$ cat config.mk
export PLATFORM = sky130hd
export DESIGN_NAME = cos_result_fifo
export DESIGN_NICKNAME = d
export VERILOG_FILES = /design/src/rtl/cos_result_fifo.sv
export SDC_FILE = /design/constraint.sdc
export NUM_CORES = 1
export LEC_CHECK = 0
export BUFFER_PORTS_ARGS = -buffer_cell sky130_fd_sc_hd__buf_2
export CAP_MARGIN = 20
export CORE_MARGIN = 5
export CORE_UTILIZATION = 42
export CTS_CLUSTER_DIAMETER = 30
export DETAILED_ROUTE_END_ITERATION = 10
export GPL_TIMING_DRIVEN = 0
export PLACE_DENSITY_LB_ADDON = 0.25
export SYNTH_ARGS = -nofsm -noshare
export SYNTH_HDL_FRONTEND = slang
export SYNTH_SLANG_ARGS = --single-unit
$ cat constraint.sdc
create_clock -name clk -period 1.9 [get_ports clk]
set_input_delay 0.38 -clock clk [delete_from_list [all_inputs] [get_ports clk]]
set_output_delay 0.38 -clock clk [all_outputs]
set_load 0.005 [all_outputs]
$ cat src/rtl/cos_result_fifo.sv
// cos_result_fifo
// Buffers results of the fixed-point cosine unit. Each rising edge of the
// unit's done level captures {intpart, fracpart} into a show-ahead FIFO.
// The FIFO is drained over a valid/ready handshake. A sticky overflow flag
// records dropped captures. A running unsigned maximum tracks every accepted
// result.
//
// Ports
//   clk        rising-edge clock
//   rst        asynchronous reset, active-low
//   clear      synchronous flush of FIFO, overflow flag and maximum
//   done       completion level from the cosine unit
//   intpart    integer part of the result (2 bits)
//   fracpart   fractional part of the result (8 bits)
//   out_valid  head entry available
//   out_ready  consumer accepts the head entry
//   out_data   head entry {intpart, fracpart}
//   count      entries held, 0..DEPTH
//   full       count == DEPTH
//   empty      count == 0
//   overflow   sticky: a capture was dropped
//   max_val    largest accepted result since reset/clear (unsigned)
module cos_result_fifo #(
    parameter int DEPTH = 4,
    parameter int AW    = $clog2(DEPTH)
) (
    input  logic          clk,
    input  logic          rst,
    input  logic          clear,
    input  logic          done,
    input  logic [1:0]    intpart,
    input  logic [7:0]    fracpart,
    output logic          out_valid,
    input  logic          out_ready,
    output logic [9:0]    out_data,
    output logic [AW:0]   count,
    output logic          full,
    output logic          empty,
    output logic          overflow,
    output logic [9:0]    max_val
);

    localparam logic [AW:0] FULL_CNT = (AW+1)'(DEPTH);

    function automatic logic [9:0] umax(input logic [9:0] a, input logic [9:0] b);
        return (a > b) ? a : b;
    endfunction

    logic [9:0]    mem [DEPTH];
    logic [AW-1:0] wr_ptr;
    logic [AW-1:0] rd_ptr;
    logic          done_q;
    logic          push;
    logic          pop;
    logic          wr_en;
    logic          drop;
    logic [9:0]    din;

    assign din       = {intpart, fracpart};
    assign push      = done & ~done_q;
    assign empty     = (count == '0);
    assign full      = (count == FULL_CNT);
    assign out_valid = ~empty;
    assign out_data  = mem[rd_ptr];
    assign pop       = out_valid & out_ready;
    // A simultaneous pop frees the head slot, so a push into a full FIFO
    // is still accepted; when full, wr_ptr equals rd_ptr and the write
    // lands in the slot being consumed on this same edge.
    assign wr_en     = push & (~full | pop);
    assign drop      = push & full & ~pop;

    // Capture-detect register: resets high so a done already asserted
    // at reset release is not mistaken for a new completion.
    always_ff @(posedge clk or negedge rst) begin
        if (!rst) begin
            done_q <= 1'b1;
        end else begin
            done_q <= done;
        end
    end

    // Storage: data only, no reset needed.
    always_ff @(posedge clk) begin
        if (wr_en && !clear) begin
            mem[wr_ptr] <= din;
        end
    end

    // Control state: pointers, occupancy, overflow and running maximum.
    always_ff @(posedge clk or negedge rst) begin
        if (!rst) begin
            wr_ptr   <= '0;
            rd_ptr   <= '0;
            count    <= '0;
            overflow <= 1'b0;
            max_val  <= '0;
        end else if (clear) begin
            wr_ptr   <= '0;
            rd_ptr   <= '0;
            count    <= '0;
            overflow <= 1'b0;
            max_val  <= '0;
        end else begin
            if (wr_en) begin
                wr_ptr  <= wr_ptr + 1'b1;
                max_val <= umax(max_val, din);
            end
            if (pop) begin
                rd_ptr <= rd_ptr + 1'b1;
            end
            if (drop) begin
                overflow <= 1'b1;
            end
            case ({wr_en, pop})
                2'b10:   count <= count + 1'b1;
                2'b01:   count <= count - 1'b1;
                default: count <= count;
            endcase
        end
    end

endmodule

## Word-level counts from Yosys, hierarchy flattened

Memories as Yosys holds them, arrays and structs flattened.
Index checks and enable logic that the tools add are counted.

- Register bits after elaboration: 19
- Bits in latches: 0
- Bits in writable memories: 40
- Bits in read-only memories: 0
- Output and inout bits: 27
- Word-level logic and storage cells: 47
- Memories kept: 1

- Add/subtract/negate cells: 4
- Multiply operators: 0
- Div/mod/pow operators: 0
- Order comparisons: 1
- Equal/unequal tests: 4
- Shift operators: 0
- Mux-type cells: 13
- Bitwise operators: 10
- Reduce and logical (&&, ||, !) cells: 8

Memory list:

| memory | depth | width | read ports | clocked after memory_dff | wr ports | RTL line | RTL |
|---|---|---|---|---|---|---|---|
| mem | 4 | 10 | 1 | 0 | 1 | 49 | `logic [9:0] mem [DEPTH];` |

Operators by type and width:

| cell | count |
|---|---|
| 10-bit 2-to-1 mux | 3 |
| 10-bit greater-than comparator | 1 |
| 2-bit 2-to-1 mux | 4 |
| 3-bit case mux with 2 select lines | 1 |
| 2-bit nonzero test | 3 |
| 1-bit AND | 5 |
| 2-bit by 1-bit adder with 2-bit output, second input constant | 2 |
| 1-bit 2-to-1 mux | 4 |
| 1-bit inverter | 4 |
| 3-bit by 1-bit adder with 3-bit output, second input constant | 1 |
| 3-bit equality test, second input constant | 1 |
| 3-bit logical NOT | 1 |
| 3-bit 2-to-1 mux | 1 |
| 3-bit nonzero test | 1 |
| 3-bit by 1-bit subtractor with 3-bit output, second input constant | 1 |
| 2-bit by 1-bit equality test with 1-bit output, second input constant | 1 |
| 2-bit equality test, second input constant | 1 |
| 2-bit != test, second input constant | 1 |
| 2-bit AND reduction | 1 |
| 1-bit logical AND | 1 |
| 1-bit logical NOT | 1 |
| 1-bit OR | 1 |

## Depth between registers and ports, before layout

- Word-level depth: 8
- Gate-level depth with buffers: 8
- Gate-level depth less buffers: 7

## Worst setup path after synthesis

Ideal clock, no wire load.

- Path kind: reg2reg
- Start point: register count[0]
- End point: register count[2]
- Setup time: 0.132 ns
- Arrival: 1.891 ns
- Data required time: 1.768 ns
- Slack: -0.123 ns
- Stages on the path, launching flop included: 8
- Path buffers: 0
- Clock period less this slack: 2.023 ns
- Cells stage by stage: dfrtp_1 o31ai_1 nor2_1 fa_1 nor3_1 a31oi_2 xor2_1 nor2_1

- Word-level cells in the longest chain between the ends: 8
- Elaborated cells on any way between the ends: 14
- Classes of those cells: add/sub (2); eq/ne (3); mux (2); bitwise (5); reduce/logical (2)

RTL lines:

| what | RTL line | RTL |
|---|---|---|
| start, declared | 36 | `output logic [AW:0] count,` |
| start signal, assigned | 115 | `2'b10: count <= count + 1'b1;` |
| start signal, assigned | 116 | `2'b01: count <= count - 1'b1;` |
| start signal, assigned | 117 | `default: count <= count;` |
| 3-bit logical NOT | 61 | `assign empty = (count == '0);` |
| 1-bit inverter | 63 | `assign out_valid = ~empty;` |
| 1-bit AND | 65 | `assign pop = out_valid & out_ready;` |
| 1-bit OR | 69 | `assign wr_en = push & (~full \| pop);` |
| 1-bit AND | 69 |  |
| 2-bit by 1-bit equality test with 1-bit output / 2-bit equality test (equally long branches) | 114 | `case ({wr_en, pop})` |
| 3-bit case mux with 2 select lines | 114 |  |
| 3-bit 2-to-1 mux | 97 | `end else if (clear) begin` |

Parallel ways exist; a longest one is shown, timed or not.
A chain may end at the register's enable or synchronous reset.

## Worst setup path after layout

- Start point: register max_val[6]
- End point: register max_val[0]

- Word-level cells in the longest chain between the ends: 3

RTL lines:

| what | RTL line | RTL |
|---|---|---|
| start, declared | 40 | `output logic [9:0] max_val` |
| start signal, assigned | 106 | `max_val <= umax(max_val, din);` |
| 10-bit greater-than comparator | 46 | `return (a > b) ? a : b;` |
| 2-bit != test (no line) | n/a |  |
| 2-bit AND reduction (no line) | n/a |  |

No other way between the ends.

==> run_results.csv <==
group,metric,value,unit
run_status,status,"finished with violations",
run_status,violations,"negative setup slack",
worst_setup_path,arrival,2140,ps
synthesis,synth_nets,216,
sta,finClkSkew,9.72,ps
cells_and_area,final_common_cell,"buf_2",
worst_setup_path,startpoint_type,"register",
clocking,clk_latency,320,ps
die,placementRows,29,
sta,holdWs,163,ps
sta,fmax,522,MHz
synthesis,postSynthAreaPerCell,14.5,µm²
power,powerDensity,1050,nW/µm²
sta,setup_slack,-15.8,ps
die,initial_core_util,42.7,%
global_route,grtUsageTotal,13.4,%
worst_setup_path,cp_num_buf_inv,1,
clocking,h-tree-depth,3,
worst_setup_path,cpMaxStageDelayCell,"a2111oi_4",
drt,routed_wl,5480,µm
worst_setup_path,slowest_delay,440,ps
drt,drt_iter0_drc,49,
cells_and_area,antenna_cells,0,
clocking,cts_tree,"built",
die,ioPinCount,42,
worst_setup_path,cpLargestDelayFamily,"compound AO/OA/AOI/OAI gates",
drt,viasPerCell,5.19,
synthesis,synth-seq-cells,59,
cells_and_area,nNetsFinal,276,
synthesis,syn_area,2700,µm²
power,total_power,3.57,mW
drt,drcViolationCount,0,
worst_setup_path,critPathKind,"reg2reg",
worst_hold_path,hold_path_class,"in2reg",
sta,rsz0062_at_grt,"true",
sta,maxSlewHeadroom,68.4,%
worst_setup_path,critPathRequiredTime,2120,ps
global_route,overflow,0,
global_route,grt_pass1_wl,8500,µm
clocking,clock_path_buffers,2,
placed_design,portBuffers,40,
worst_setup_path,crit_chain,"ha_1 -> nand4_1 -> a211oi_2 -> a2111oi_4 -> buf_4 -> o2111ai_1 -> o31ai_1",
synthesis,synth_warnings,0,
drt,wl_per_cell,16.7,µm
die,fp.dieH,90.1,µm
cells_and_area,final_util,54.0,%
die,die_w,90.1,µm
placed_design,dpl.hpwl,3630,µm
sta,tightestPinTransition,474,ps
synthesis,synthCells,186,
clocking,clock-sinks,59,
clocking,clk_pin_slew,60,ps
global_route,grt_max_degree,20,
drt,dr_total_vias,1701,
global_route,first_global_vias,1655,
job,maxCapViolations,0,
worst_setup_path,rr_worst_depth,7,
synthesis,yosysUniqueCellTypes,35,
worst_setup_path,crit_path_end_kind,"register",
sta,min_period,1920,ps
die,dieArea,8130,µm²
worst_setup_path,reg2reg_slack,-20,ps
worst_setup_path,critPathMaxFanout,5,
clocking,cts_buffers,9,
sta,finalCritPeriodShare,101,%
cells_and_area,final_cell_mix,"buf_2 (42), edfxtp_1 (40), dfrtp_1 (16)",
die,coreArea,6310,µm²
cells_and_area,layout-drive-gt1-share,41.4,%
power,irDropWorstVdd,0.468,mV
sta,final-hold-violation-count,0,
sta,setup_violations,2,
global_route,antenna_found_initial,0,
drt,drtAntennaViolNets,0,
power,p_leak,1.38,nW
worst_hold_path,hold_depth,1,
placed_design,gp_congestion,0.758,
synthesis,yosysSeqAreaShare,62.2,%
sta,drv_slew,0,
drt,first_pass_iters,4,
cells_and_area,areaGrowthSynthToFinish,26.3,%
clocking,clockRootBuffer,"clkbuf_8",
worst_setup_path,critical_path_depth,7,
-- where the power goes --
| part | internal [mW] | switching, mW | total [mW] |
|---|---|---|---|
| clock | 0.598 | 0.441 | 1.04 |
| sequential | 1.46 | 0.0947 | 1.55 |
| combinational | 0.530 | 0.450 | 0.980 |
| total | 2.59 | 0.987 | 3.57 |
-- synthesized netlist by cell type, drive strengths merged --
| cell | n | area, µm² |
|---|---|---|
| fa | 1 | 20.0 |
| nor3 | 2 | 10.0 |
| buf | 4 | 26.3 |
| mux4 | 10 | 225 |
| and3 | 4 | 25.0 |
| dfrtp | 18 | 450 |
| mux2i | 2 | 20.0 |
| xnor2 | 2 | 17.5 |
| nand4 | 2 | 12.5 |
| a21oi | 3 | 15.0 |
| nand2b | 1 | 6.26 |
| o21a | 2 | 22.5 |
| ha | 14 | 175 |
| a31oi | 1 | 12.5 |
| o31ai | 2 | 15.0 |
| or3 | 1 | 6.26 |
| xor2 | 4 | 35.0 |
| nand3 | 1 | 5.00 |
| or3b | 1 | 11.3 |
| a22oi | 1 | 12.5 |
| nand2 | 11 | 41.3 |
| o2111ai | 10 | 87.6 |
| dfstp | 1 | 26.3 |
| o21ai | 11 | 55.1 |
| edfxtp | 40 | 1200 |
| clkbuf | 5 | 18.8 |
| nor2 | 10 | 37.5 |
| nor2b | 2 | 12.5 |
| inv | 17 | 63.8 |
| a211oi | 2 | 15.0 |
| a2111oi | 1 | 15.0 |
-- what timing repair did --
action,in CTS,in global routing
hold buffers,1,0
cloned,0,1
pin swaps,2,8
endpoints found under the hold margin,1,0
endpoints found under the setup margin,45,20
setup buffers,3,4
gates resized for setup,15,28
-- metrics by stage --
stage                     std cells  TNS (ps)  worst slack (ps)  instance area (µm²)
after global routing            328     -1400              -147                 3410
after CTS                       323     -68.9             -30.2                 3270
final                           328     -28.0             -15.8                 3410
after floorplan                 186         0              42.0                 2710
after detailed placement        303    -11880              -332                 3010
after global placement          303    -11650              -325                 3010
-- layer usage --
metal  share of wire [%]  track usage [%]  wire length, µm  vias up
met3                 5.3             4.42              290       11
met5                   0                0                0        -
met4                 2.0             5.83              112        0
met2                  47             20.4             2590       43
met1                  45             17.5             2490      829
li1                    -                -                -      818
-- layout make-up --
cell class	instances	area, µm²
Fill cell	557	2910
Sequential cell	59	1680
Multi-Input combinational cell	101	1040
Timing Repair Buffer	49	274
Clock buffer	12	135
Tap cell	77	96.3
Buffer	9	71.3
Inverter	17	63.8
Clock inverter	4	43.8
-- final timing paths --
path                            start         end
max                        max_val[6]  max_val[0]
min                              done      done_q
max reg2reg                max_val[6]  max_val[0]
min reg2reg                  overflow    overflow
max in group asynchronous         rst      done_q
min in group asynchronous         rst    count[1]
-- registers in the layout, indices dropped and copies added (netlist names) --
register,cells
overflow,1
rd_ptr,2
wr_ptr,2
max_val,10
done_q,1
mem,40
count,3
-- worst register-to-register path, cell delays in order (launching register included) --
cell       delay [ps]
dfrtp_1           400
ha_1              300
nand4_1           160
a211oi_2           90
a2111oi_4         440
buf_4             220
o2111ai_1         120
o31ai_1            90
-- kinds of logic (layout without fill, tap and decap cells) --
logic type | count (synthesis) | after routing | synth area share, %
AO/OA/AOI/OAI | 33 | 33 | 9.28
XOR/XNOR | 6 | 6 | 1.95
adder cells (fa/ha/maj) | 15 | 15 | 7.24
buffers and inverters | 26 | 91 | 4.04
flip-flops | 59 | 59 | 62.2
multiplexers | 12 | 12 | 9.09
AND/OR/NAND/NOR | 35 | 35 | 6.22
Note: power is estimated with default switching activity, not from simulation.
